`src/rtl/adda_ser16_rx_if.sv`:
```
// Bundle of the ADDA serial link pins, the error-clear strobe and the decoded outputs.
// The receiver takes the slave view; whoever drives the link takes the master view.
interface adda_ser16_rx_if;
    logic         load;
    logic         sclk;
    logic         sdo;
    logic         clr_err;
    logic         word_valid;
    logic [15:0]  word_data;
    logic [127:0] ch16_data;
    logic         upd1595;
    logic [63:0]  ch8_data;
    logic         upd595;
    logic         frame_err;
    logic         pattern_err;

    modport master (
        output load, sclk, sdo, clr_err,
        input  word_valid, word_data, ch16_data, upd1595, ch8_data, upd595,
               frame_err, pattern_err
    );

    modport slave (
        input  load, sclk, sdo, clr_err,
        output word_valid, word_data, ch16_data, upd1595, ch8_data, upd595,
               frame_err, pattern_err
    );
endinterface

```
`src/rtl/adda_ser16_rx.sv`:
```
// Oversampling receiver for the ADDA LD_W/CLK_W/DATA_W link: frames 16-bit words,
// checks the tail pattern and rebuilds the 1595/595 latch images from the bit lanes.
//
// state  | meaning
// IDLE   | waiting for a load falling edge (only once armed after reset)
// SHIFT  | frame open, shifting sdo on each sclk rising edge
// CHECK  | frame closed, checking bit count and tail pattern
// DECODE | word accepted, applying the lane decode
module adda_ser16_rx #(
    parameter int         SYNC_STAGES = 2,
    parameter logic [4:0] TAIL_PAT    = 5'b10101
) (
    input logic             clkin,
    input logic             rst_n,
    adda_ser16_rx_if.slave  bus
);

    typedef enum logic [1:0] {IDLE, SHIFT, CHECK, DECODE} state_t;

    state_t                 state;
    logic [SYNC_STAGES-1:0] load_sync;
    logic [SYNC_STAGES-1:0] sclk_sync;
    logic [SYNC_STAGES-1:0] sdo_sync;
    logic [SYNC_STAGES-1:0] fill;
    logic                   load_s, sclk_s, sdo_s;
    logic                   load_q, sclk_q;
    logic                   armed;
    logic                   load_fall, load_rise, sclk_rise;
    logic [15:0]            rx_sr;
    logic [4:0]             bit_cnt;
    logic [7:0][15:0]       ch_sr;
    logic [7:0][15:0]       ch_shift;
    logic [63:0]            ch8_next;
    logic                   prev_sclk16, prev_ld1595, prev_ld595;
    logic                   s16_rise, l1595_fall, l595_rise;

    assign load_s = load_sync[SYNC_STAGES-1];
    assign sclk_s = sclk_sync[SYNC_STAGES-1];
    assign sdo_s  = sdo_sync[SYNC_STAGES-1];

    // A low load seen right after reset is stale: accept falls only after load was seen high.
    assign load_fall = armed & load_q & ~load_s;
    assign load_rise = ~load_q & load_s;
    assign sclk_rise = ~sclk_q & sclk_s;

    always_ff @(posedge clkin or negedge rst_n) begin
        if (!rst_n) begin
            load_sync <= '1;
            sclk_sync <= '0;
            sdo_sync  <= '0;
            fill      <= '0;
            load_q    <= 1'b1;
            sclk_q    <= 1'b0;
            armed     <= 1'b0;
        end else begin
            load_sync <= {load_sync[SYNC_STAGES-2:0], bus.load};
            sclk_sync <= {sclk_sync[SYNC_STAGES-2:0], bus.sclk};
            sdo_sync  <= {sdo_sync[SYNC_STAGES-2:0], bus.sdo};
            fill      <= {fill[SYNC_STAGES-2:0], 1'b1};
            load_q    <= load_s;
            sclk_q    <= sclk_s;
            if (fill[SYNC_STAGES-1] && load_s)
                armed <= 1'b1;
        end
    end

    always_comb begin
        s16_rise   = rx_sr[7] & ~prev_sclk16;
        l1595_fall = prev_ld1595 & ~rx_sr[6];
        l595_rise  = rx_sr[5] & ~prev_ld595;
        ch_shift   = ch_sr;
        if (s16_rise) begin
            for (int i = 0; i < 8; i++)
                ch_shift[i] = {ch_sr[i][14:0], rx_sr[15-i]};
        end
        ch8_next = '0;
        for (int i = 0; i < 8; i++)
            ch8_next[8*i +: 8] = ch_shift[i][7:0];
    end

    always_ff @(posedge clkin or negedge rst_n) begin
        if (!rst_n) begin
            state           <= IDLE;
            rx_sr           <= '0;
            bit_cnt         <= '0;
            ch_sr           <= '0;
            prev_sclk16     <= 1'b0;
            prev_ld1595     <= 1'b1;
            prev_ld595      <= 1'b0;
            bus.word_valid  <= 1'b0;
            bus.word_data   <= '0;
            bus.ch16_data   <= '0;
            bus.upd1595     <= 1'b0;
            bus.ch8_data    <= '0;
            bus.upd595      <= 1'b0;
            bus.frame_err   <= 1'b0;
            bus.pattern_err <= 1'b0;
        end else begin
            bus.word_valid <= 1'b0;
            bus.upd1595    <= 1'b0;
            bus.upd595     <= 1'b0;
            // Error sets further down override this clear.
            if (bus.clr_err) begin
                bus.frame_err   <= 1'b0;
                bus.pattern_err <= 1'b0;
            end
            case (state)
                IDLE: begin
                    if (load_fall) begin
                        state   <= SHIFT;
                        bit_cnt <= '0;
                        rx_sr   <= '0;
                    end
                end
                SHIFT: begin
                    if (sclk_rise) begin
                        rx_sr <= {rx_sr[14:0], sdo_s};
                        if (bit_cnt != 5'd17)
                            bit_cnt <= bit_cnt + 5'd1;
                    end
                    if (load_rise)
                        state <= CHECK;
                end
                CHECK: begin
                    if (bit_cnt != 5'd16) begin
                        bus.frame_err <= 1'b1;
                        state         <= IDLE;
                    end else if (rx_sr[4:0] != TAIL_PAT) begin
                        bus.pattern_err <= 1'b1;
                        state           <= IDLE;
                    end else begin
                        bus.word_data  <= rx_sr;
                        bus.word_valid <= 1'b1;
                        state          <= DECODE;
                    end
                end
                DECODE: begin
                    ch_sr <= ch_shift;
                    if (l1595_fall) begin
                        bus.ch16_data <= ch_shift;
                        bus.upd1595   <= 1'b1;
                    end
                    if (l595_rise) begin
                        bus.ch8_data <= ch8_next;
                        bus.upd595   <= 1'b1;
                    end
                    prev_sclk16 <= rx_sr[7];
                    prev_ld1595 <= rx_sr[6];
                    prev_ld595  <= rx_sr[5];
                    state       <= IDLE;
                end
                default: state <= IDLE;
            endcase
        end
    end

endmodule
```
`src/flat_wrapper.sv`:
```
// flat-port wrapper written by rule: the top's interface ports become plain ports
module adda_ser16_rx_flat 
#(
    parameter int         SYNC_STAGES = 2,
    parameter logic [4:0] TAIL_PAT    = 5'b10101
)
  (clkin, rst_n, bus_load, bus_sclk, bus_sdo, bus_clr_err, bus_word_valid, bus_word_data, bus_ch16_data, bus_upd1595, bus_ch8_data, bus_upd595, bus_frame_err, bus_pattern_err);
  adda_ser16_rx_if bus_i ();
  input logic clkin;
  input logic rst_n;
  input wire logic [$bits(bus_i.load)-1:0] bus_load;
  input wire logic [$bits(bus_i.sclk)-1:0] bus_sclk;
  input wire logic [$bits(bus_i.sdo)-1:0] bus_sdo;
  input wire logic [$bits(bus_i.clr_err)-1:0] bus_clr_err;
  output wire logic [$bits(bus_i.word_valid)-1:0] bus_word_valid;
  output wire logic [$bits(bus_i.word_data)-1:0] bus_word_data;
  output wire logic [$bits(bus_i.ch16_data)-1:0] bus_ch16_data;
  output wire logic [$bits(bus_i.upd1595)-1:0] bus_upd1595;
  output wire logic [$bits(bus_i.ch8_data)-1:0] bus_ch8_data;
  output wire logic [$bits(bus_i.upd595)-1:0] bus_upd595;
  output wire logic [$bits(bus_i.frame_err)-1:0] bus_frame_err;
  output wire logic [$bits(bus_i.pattern_err)-1:0] bus_pattern_err;
  assign bus_i.load = bus_load;
  assign bus_i.sclk = bus_sclk;
  assign bus_i.sdo = bus_sdo;
  assign bus_i.clr_err = bus_clr_err;
  assign bus_word_valid = bus_i.word_valid;
  assign bus_word_data = bus_i.word_data;
  assign bus_ch16_data = bus_i.ch16_data;
  assign bus_upd1595 = bus_i.upd1595;
  assign bus_ch8_data = bus_i.ch8_data;
  assign bus_upd595 = bus_i.upd595;
  assign bus_frame_err = bus_i.frame_err;
  assign bus_pattern_err = bus_i.pattern_err;
  adda_ser16_rx #(.SYNC_STAGES(SYNC_STAGES), .TAIL_PAT(TAIL_PAT)) u_core (.clkin(clkin), .rst_n(rst_n), .bus(bus_i));
endmodule
```
`config.mk`:
```
export PLATFORM = sky130hd
export DESIGN_NAME = adda_ser16_rx_flat
export DESIGN_NICKNAME = d
export VERILOG_FILES = /design/src/rtl/adda_ser16_rx_if.sv /design/src/rtl/adda_ser16_rx.sv /design/src/flat_wrapper.sv
export SDC_FILE = /design/constraint.sdc
export NUM_CORES = 1
export LEC_CHECK = 0
export BUFFER_PORTS_ARGS = -buffer_cell sky130_fd_sc_hd__buf_2
export CAP_MARGIN = 20
export CORE_MARGIN = 2
export CORE_UTILIZATION = 45
export DETAILED_ROUTE_END_ITERATION = 12
export PLACE_DENSITY_LB_ADDON = 0.25
export SLEW_MARGIN = 20
export SYNTH_ARGS = -nofsm -noshare
export SYNTH_HDL_FRONTEND = slang
export SYNTH_SLANG_ARGS = --single-unit
export TNS_END_PERCENT = 10
```
`constraint.sdc`:
```
create_clock -name clkin -period 3 [get_ports clkin]
set_input_delay 0.3 -clock clkin [delete_from_list [all_inputs] [get_ports clkin]]
set_output_delay 0.3 -clock clkin [all_outputs]
set_load 0.03 [all_outputs]
```
After elaboration in Yosys (flattened, before gate mapping)
Index checks and enable logic that the tools add are counted.
{ "word_totals": {"reg_bits": 378, "inputBits": 6, "output_inout_bits": 213, "word_cells": 91} }
{ "op_classes": {"addsub": 1, "n_eq_ne": 10, "n_mux": 27, "bitwise_logic": 15, "n_reduce_logical": 9} }
{ "op_table": {"columns": ["cell", "count"], "rows": [
  ["$mux W128", 1],
  ["$mux W16", 2],
  ["$pmux W16 S2", 1],
  ["$mux W5", 3],
  ["$ne A5 B5 Y1 const B", 3],
  ["$mux W1", 14],
  ["$pmux W5 S2", 1],
  ["$mux W2", 4],
  ["$ne A2 B1 Y1 const B", 4],
  ["$not A1 Y1", 8],
  ["$pmux W2 S4", 1],
  ["$and A1 B1 Y1", 7],
  ["$reduce_and A2 Y1", 3],
  ["$reduce_and A3 Y1", 2],
  ["$add A5 B1 Y5 const B", 1],
  ["$eq A2 B2 Y1 const B", 2],
  ["$reduce_and A4 Y1", 1],
  ["$eq A2 B1 Y1 const B", 1],
  ["$logic_not A2 Y1", 1],
  ["$reduce_bool A2 Y1", 1],
  ["$logic_and A1 B1 Y1", 1]
]} }

Depth between registers and ports, before layout
Gate-level depths: netlist of run 1.
{ "depth": {"ltp_word": 4, "mapped_depth": 7, "depth_no_buf": 5} }

Worst setup path before layout of run 1
Ideal clock, no wire load.
{ "synth_timing": {"path_type": "reg2reg", "startpoint": "register u_core.bit_cnt[0]", "endpoint": "register u_core.bus.word_data[13]", "setup_time_ns": 0.127, "t_arrival_ns": 1.612, "required_ns": 2.873, "slack_ns": 1.260, "path_stages_with_launch": 8, "path_buffers": 2, "path_cell_list": "dfrtp_1 > inv_1 > ha_1 > and4bb_1 > nor4b_4 > buf_6 > buf_6 > mux2_1"} }
{ "synth_between": {"elab_chain_len": 3} }
{ "synth_lines": {"columns": ["element", "line_no", "rtl"], "rows": [
  ["from (decl)", "adda_ser16_rx.sv:30", "logic [4:0] bit_cnt;"],
  ["from (signal assigned)", "adda_ser16_rx.sv:119", "bit_cnt <= bit_cnt + 5'd1;"],
  ["$ne A5 B5 Y1", "adda_ser16_rx.sv:125", "if (bit_cnt != 5'd16) begin"],
  ["$not A1 Y1 (no line)", null, null],
  ["$reduce_and A3 Y1 (no line)", null, null],
  ["to (signal assigned)", "adda_ser16_rx.sv:132", "bus.word_data <= rx_sr;"],
  ["to (decl)", "adda_ser16_rx_if.sv:25", "output word_valid, word_data, ch16_data, upd1595, ch8_data, upd595,"]
]} }
No other way between the ends.
A chain may end at the register's enable or synchronous reset.

Worst setup path in the final report of run 1
{ "layout_timing": {"startpoint": "register u_core.rx_sr[7]", "endpoint": "register u_core.ch_sr[93] (netlist bit)"} }
{ "layout_between": {"elab_chain_len": 2} }
{ "layout_lines": {"columns": ["element", "line_no", "rtl"], "rows": [
  ["from (decl)", "adda_ser16_rx.sv:29", "logic [15:0] rx_sr;"],
  ["from (signal assigned)", "adda_ser16_rx.sv:117", "rx_sr <= {rx_sr[14:0], sdo_s};"],
  ["$and A1 B1 Y1", "adda_ser16_rx.sv:68", "s16_rise = rx_sr[7] & ~prev_sclk16;"],
  ["$mux W128", "adda_ser16_rx.sv:72", "if (s16_rise) begin"],
  ["to (signal assigned)", "adda_ser16_rx.sv:138", "ch_sr <= ch_shift;"],
  ["to (decl)", "adda_ser16_rx.sv:31", "logic [7:0][15:0] ch_sr;"]
]} }
No other way between the ends.

==> results of run 1 <==
-- synth_stat cells, drive strengths merged (3+ instances only) --
cell type  instances
mux2             142
nand3              5
o21ai            210
buf               57
ha                 3
a21oi              3
nand4b             3
mux2i            128
clkbuf            27
inv                7
o211ai            18
nand2            210
dfrtp            374
dfstp              4
or2                4
nor2b              6
-- metal layers --
layer	GRT usage [%]	vias to the layer above
met1	24.2	4755
met5	0	-
met3	3.03	61
met2	28.2	188
met4	6.06	0
li1	-	4675
-- through the flow --
stage	instances	total power [uW]
after floorplan	1224	5460
after global placement	1829	5610
after detailed placement	1829	5620
after CTS	1910	10900
after global routing	1910	11200
final	1910	10800
-- final cells by class --
cell class | instances | area (um2) | area share, %
Clock buffer | 61 | 1250 | 6.85
Clock inverter | 15 | 190 | 1.05
Inverter | 7 | 26.3 | 0.145
Multi-Input combinational cell | 755 | 5240 | 28.8
Sequential cell | 378 | 9460 | 52.1
Tap cell | 448 | 561 | 3.08
Timing Repair Buffer | 246 | 1450 | 7.97
-- cell usage in the layout (no fill, tap or decap), drive strengths merged, types with 5 or more instances in the layout --
cell type	Yosys	layout
clkinv	0	8
mux2	142	142
mux2i	128	128
dfrtp	374	374
dlygate4sd3	0	5
clkbuf	27	61
inv	7	8
nand3	5	5
o211ai	18	18
nor2b	6	6
nand2	210	210
buf	57	241
o21ai	210	210
-- power groups by stage --
stage	logic [uW]	clock network (uW)	registers [uW]
CTS	322	5400	5220
detailed placement	316	0	5310
floorplan	180	0	5280
global placement	309	0	5310
finish	314	5250	5220
global route	360	5620	5230
-- sequential cells by signal, summed over array words and instances, names as in the netlist, 2 cells and up --
name                  flops
u_core.ch_sr            128
u_core.sdo_sync           2
u_core.sclk_sync          2
u_core.bit_cnt            5
u_core.state              2
u_core.load_sync          2
u_core.bus.ch16_data    128
u_core.bus.word_data     16
u_core.rx_sr             16
u_core.fill               2
u_core.bus.ch8_data      64
-- worst paths after layout --
check                                                  endpoint  slack, ps  depth (start not counted)
max                                u_core.ch_sr[93]$_DFFE_PN0P_       1090                          4
min                                    u_core.fill[1]$_DFF_PN0_        350                          0
max reg2reg                        u_core.ch_sr[93]$_DFFE_PN0P_       1090                          4
min reg2reg                            u_core.fill[1]$_DFF_PN0_        350                          0
max in group asynchronous         u_core.load_sync[0]$_DFF_PN1_       1790                          3
min in group asynchronous  u_core.bus.ch16_data[57]$_DFFE_PN0P_        370                          2
-- cell families (layout without fill, tap and decap cells) --
group / count (synthesis) / in the layout / synth area share [%]
buffers and inverters: 91 / 329 / 3.54
adder cells (fa/ha/maj): 3 / 3 / 0.247
other: 1 / 1 / 0.0246
multiplexers: 270 / 270 / 18.9
flip-flops: 378 / 378 / 62.2
AND/OR/NAND/NOR: 240 / 240 / 6.71
AO/OA/AOI/OAI: 241 / 241 / 8.41
==> flow_summary.yaml, run 1 <==
outcome:
  status: "complete, no violations"
grt:
  antenna_found_initial: 0
  grt_start_max_net_pins: 118
  grt_pass1_wl_um: 50600
  grtUsageTotal_pct: 17.5
  grt_pass1_vias: 9544
  overflow: 0
yosys:
  syn_area_um2: 15200
  syn_inst: 1224
  synth_cell_types: 42
  synth_nets: 1233
  synth.largest_area_cell: "dfrtp_1"
  ys_ff_latch: 378
  synth_edf_count: 0
  yosys_warnings: 0
  async_flop_share_pct: 100
  synth.top_cell.area_share_pct: 61.5
  syn_area_per_cell_um2: 12.4
  ys_seq_area_share_pct: 62.2
  synth.top_cells.by_area: "dfrtp_1, mux2_1, mux2i_1, o21ai_1, nand2_1"
  synth_top_flop_cell: "dfrtp_1"
power_and_ir_drop:
  p_int_uw: 8490
  power_density_nw_per_um2: 593
  p_sw_share_pct: 21.2
  clkPwrFrac_pct: 48.7
  power_switching_uw: 2290
  irDropWorstVdd_v: 0.000520
  seqPwrFrac_pct: 48.4
  pwr-share-comb_pct: 2.9
  leakagePower_uw: 0.00881
clock_tree:
  cts_setup_buffers: 0
  numCtsBuffers: 42
  hold_buffers: 5
  clk_pin_slew_ps: 60
  cts_tree: "built"
  cts-resized-gates: 0
  h-tree-depth: 2
  root_buffer: "clkbuf_16"
  cts.sinks: 378
  cts_max_path_buffers: 3
  clock_latency_ps: 520
finish:
  drive_gt1_share_pct: 21.8
  synthToLayoutAreaGrowth_pct: 19.4
  postLayoutCoreUtil_pct: 54.4
  fillers: 2945
  final_nets: 1439
  finalInstanceArea_um2: 18200
  diodes: 0
route:
  vias: 9679
  drc_errors: 0
  met2_wirelength_um: 14200
  wl_per_cell_um: 16.1
  drt_wl_total_um: 30700
  wl_met1_um: 14300
  ant_nets: 0
  drt_first_pass_iters: 4
  drt-initial-drc-count: 460
  top_layer_used: "met4"
  avgViaCountPerCell: 5.07
  route.met3.wl_um: 1230
sta:
  fin_setup_tns_ps: 0
  setup_viol: 0
  rsz0062_at_grt: "no"
  fin_worst_skew_ps: 12.9
  hold_viol: 0
  max_freq_ghz: 0.524
  whs_ps: 351
  period_minus_slack_ps: 1910
  tightest_slew_ps: 730
  maxSlewHeadroom_pct: 50.7
  maxSlewViolCount: 0
  fin_ws_ps: 1090
  period_share_pct: 63.7
critical_path:
  cp-end-kind: "flop"
  cp_data_arrival_time_ps: 2300
  path_class: "reg -> reg"
  cp.required_ps: 3390
  slowest_delay_ps: 410
  cp_cell_sequence: "nor2b_4 -> nand3_4 -> buf_12 -> mux2_1"
  critical-path-top-delay-family: "simple AND/OR/NAND/NOR gates"
  rr_startpoint: "u_core.rx_sr[7]$_DFFE_PN0P_"
  critPathLaunchType: "flop"
  cp_max_fo: 58
  cpMaxStageDelayCell: "dfrtp_1"
  crit_buf_inv: 1
  cp-startpoint: "u_core.rx_sr[7]$_DFFE_PN0P_"
placement:
  dp_slack_ps: 1080
  placed_area_um2: 16700
  io_buffer_count: 218
  gp_congestion: 0.718
  post-dp-hpwl_um: 19800
die:
  io_pins: 219
  num_rows: 67
  coreArea_um2: 33400
  die_area_um2: 35300
  start_util_pct: 45.5
  dieWidth_um: 188
  die_h_um: 188
min_path:
  min_from: "u_core.fill[0]$_DFF_PN0_"
  hp-class: "reg -> reg"
run:
  max_cap_violations: 0
Power figures use the tool's default switching activity.
==> run 2, diff against run 1 <==
- clock period: 3 -> 1.6 ns (I/O delays scaled with it)
==> flow_summary.yaml, run 2 (synthesis gave the netlist of run 1 again) <==
finish:
  diodes: 0
  final_common_cell: "dfrtp_1"
  fillers: 2824
  synthToLayoutAreaGrowth_pct: 24.0
  postLayoutCoreUtil_pct: 56.5
  final_nets: 1501
  reg_top3: "u_core.bus.ch16_data (128), u_core.ch_sr (128), u_core.bus.ch8_data (64)"
  finalInstanceArea_um2: 18900
  drive_gt1_share_pct: 26.0
  layout_common_cells: "dfrtp_1, buf_2, nand2_1"
route:
  drt_wl_total_um: 31900
  avgViaCountPerCell: 5.02
  drt-initial-drc-count: 398
  drt_first_pass_iters: 4
  wl_per_cell_um: 16.2
  drc_errors: 0
  ant_nets: 0
  vias: 9883
critical_path:
  r2r_setup_slack_ps: -90
  reg2reg_to: "u_core.bus.word_data[5]$_DFFE_PN0P_"
  critPathLaunchType: "flop"
  cp-startpoint: "u_core.bit_cnt[1]$_DFFE_PN0P_"
  cp-end-kind: "flop"
  cp-endpoint: "u_core.bus.word_data[5]$_DFFE_PN0P_"
  rr_startpoint: "u_core.bit_cnt[1]$_DFFE_PN0P_"
  cp.required_ps: 2000
  cp_max_fo: 8
  path_class: "reg -> reg"
  cp_data_arrival_time_ps: 2090
  r2r.worst_path.cells: 6
sta:
  fin_ws_ps: -92.9
  period_share_pct: 106
  hold_viol: 0
  rsz0062_at_grt: "yes"
  period_minus_slack_ps: 1690
  max_freq_ghz: 0.591
  fin_worst_skew_ps: 17.9
  maxSlewViolCount: 0
  fin_setup_tns_ps: -1070
  setup_viol: 16
placement:
  post-dp-hpwl_um: 21700
  io_buffer_count: 218
  gp_congestion: 0.781
  placed_area_um2: 17400
power_and_ir_drop:
  clkPwrFrac_pct: 46.4
  p_int_uw: 15400
  seqPwrFrac_pct: 49.4
  leakagePower_uw: 0.00917
  pwr-share-comb_pct: 4.2
  power_switching_uw: 4250
  irDropWorstVdd_v: 0.000838
  power_density_nw_per_um2: 1040
  p_sw_share_pct: 21.6
  power_uw: 19700
die:
  dieWidth_um: 188
  die_h_um: 188
  num_rows: 67
  coreArea_um2: 33400
  start_util_pct: 45.5
  io_pins: 219
  die_area_um2: 35300
grt:
  antenna_found_initial: 0
  grt_pass1_wl_um: 52800
  grt_start_max_net_pins: 58
  grt_pass1_vias: 10070
  overflow: 0
  grtUsageTotal_pct: 18.3
clock_tree:
  clock_latency_ps: 530
  cts_tree: "built"
  h-tree-depth: 2
  numCtsBuffers: 40
  clk_pin_slew_ps: 60
  cts_max_path_buffers: 3
  cts.sinks: 378
  root_buffer: "clkbuf_16"
outcome:
  violations: "negative setup slack"
  status: "finished with violations"
min_path:
  hp-class: "in -> async"
run:
  max_cap_violations: 0
run 2: cell types whose count changed in the layout (fill, tap and decap cells not counted), moves of 3 or more:
| cell | change |
|---|---|
| buf_12 | +20 |
| buf_4 | +39 |
| buf_6 | +3 |
| clkbuf_16 | -3 |
| clkbuf_8 | +3 |
| inv_6 | +3 |
| mux2_1 | -11 |
| mux2_4 | +11 |
run 2: critical path, stage by stage, from the launching register on:
cell,delay [ps]
dfrtp_1,390
inv_2,60
ha_1,120
and4bb_1,220
nor4b_4,260
buf_6,200
mux2_4,310
run 2: metal layers:
layer / global-route usage, % / wire length [um]
met5: 0 / 0
met4: 5.72 / 881
met3: 3.24 / 1300
met2: 29.9 / 14900
met1: 25.2 / 14900
run 2: cell type report:
type                    instances  area, um2  share of cell area [%]
well taps                     448        561                    2.97
multi-input cells             755       5290                    28.0
repair buffers                310       2230                    11.8
flip-flops and latches        378       9470                    50.1
inverters                       7       26.3                   0.139
clock buffers                  58       1180                    6.25
clock inverters                13        131                   0.696
run 2: timing repair:
action                     in CTS  in global routing
gates resized for setup        12                  6
hold buffers                    5                  0
cloned                          0                  1
setup endpoints to repair      11                218
setup buffers                   1                  1
hold endpoints to repair      324                  0
pin swaps                       0                  1
run 2: worst min path at each step:
stage                     startpoint                           end  slack [ps]
after floorplan                rst_n      u_core.armed$_DFFE_PN0P_        -140
after global placement         rst_n  u_core.ch_sr[55]$_DFFE_PN0P_         130
after detailed placement       rst_n  u_core.ch_sr[55]$_DFFE_PN0P_         130
after CTS                      rst_n  u_core.ch_sr[55]$_DFFE_PN0P_         160
after global routing           rst_n  u_core.ch_sr[53]$_DFFE_PN0P_         180
final                          rst_n  u_core.ch_sr[53]$_DFFE_PN0P_         160
run 2: stage by stage:
stage          instances  setup slack, ps  hold slack (ps)
6_report            1969            -92.9              161
5_1_grt             1969             -177              182
4_1_cts             1967             -101              164
3_5_place_dp        1890             -116              134
3_3_place_gp        1890            -71.6              126
2_1_floorplan       1224             -126             -136
run 2: power by group through the flow:
| stage | clock (uW) | combinational, uW | sequential, uW |
|---|---|---|---|
| 4_1_cts | 9390 | 837 | 9730 |
| 2_1_floorplan | 0 | 338 | 9900 |
| 3_3_place_gp | 0 | 803 | 9890 |
| 6_report | 9140 | 818 | 9730 |
| 3_5_place_dp | 0 | 823 | 9900 |
| 5_1_grt | 9810 | 923 | 9740 |
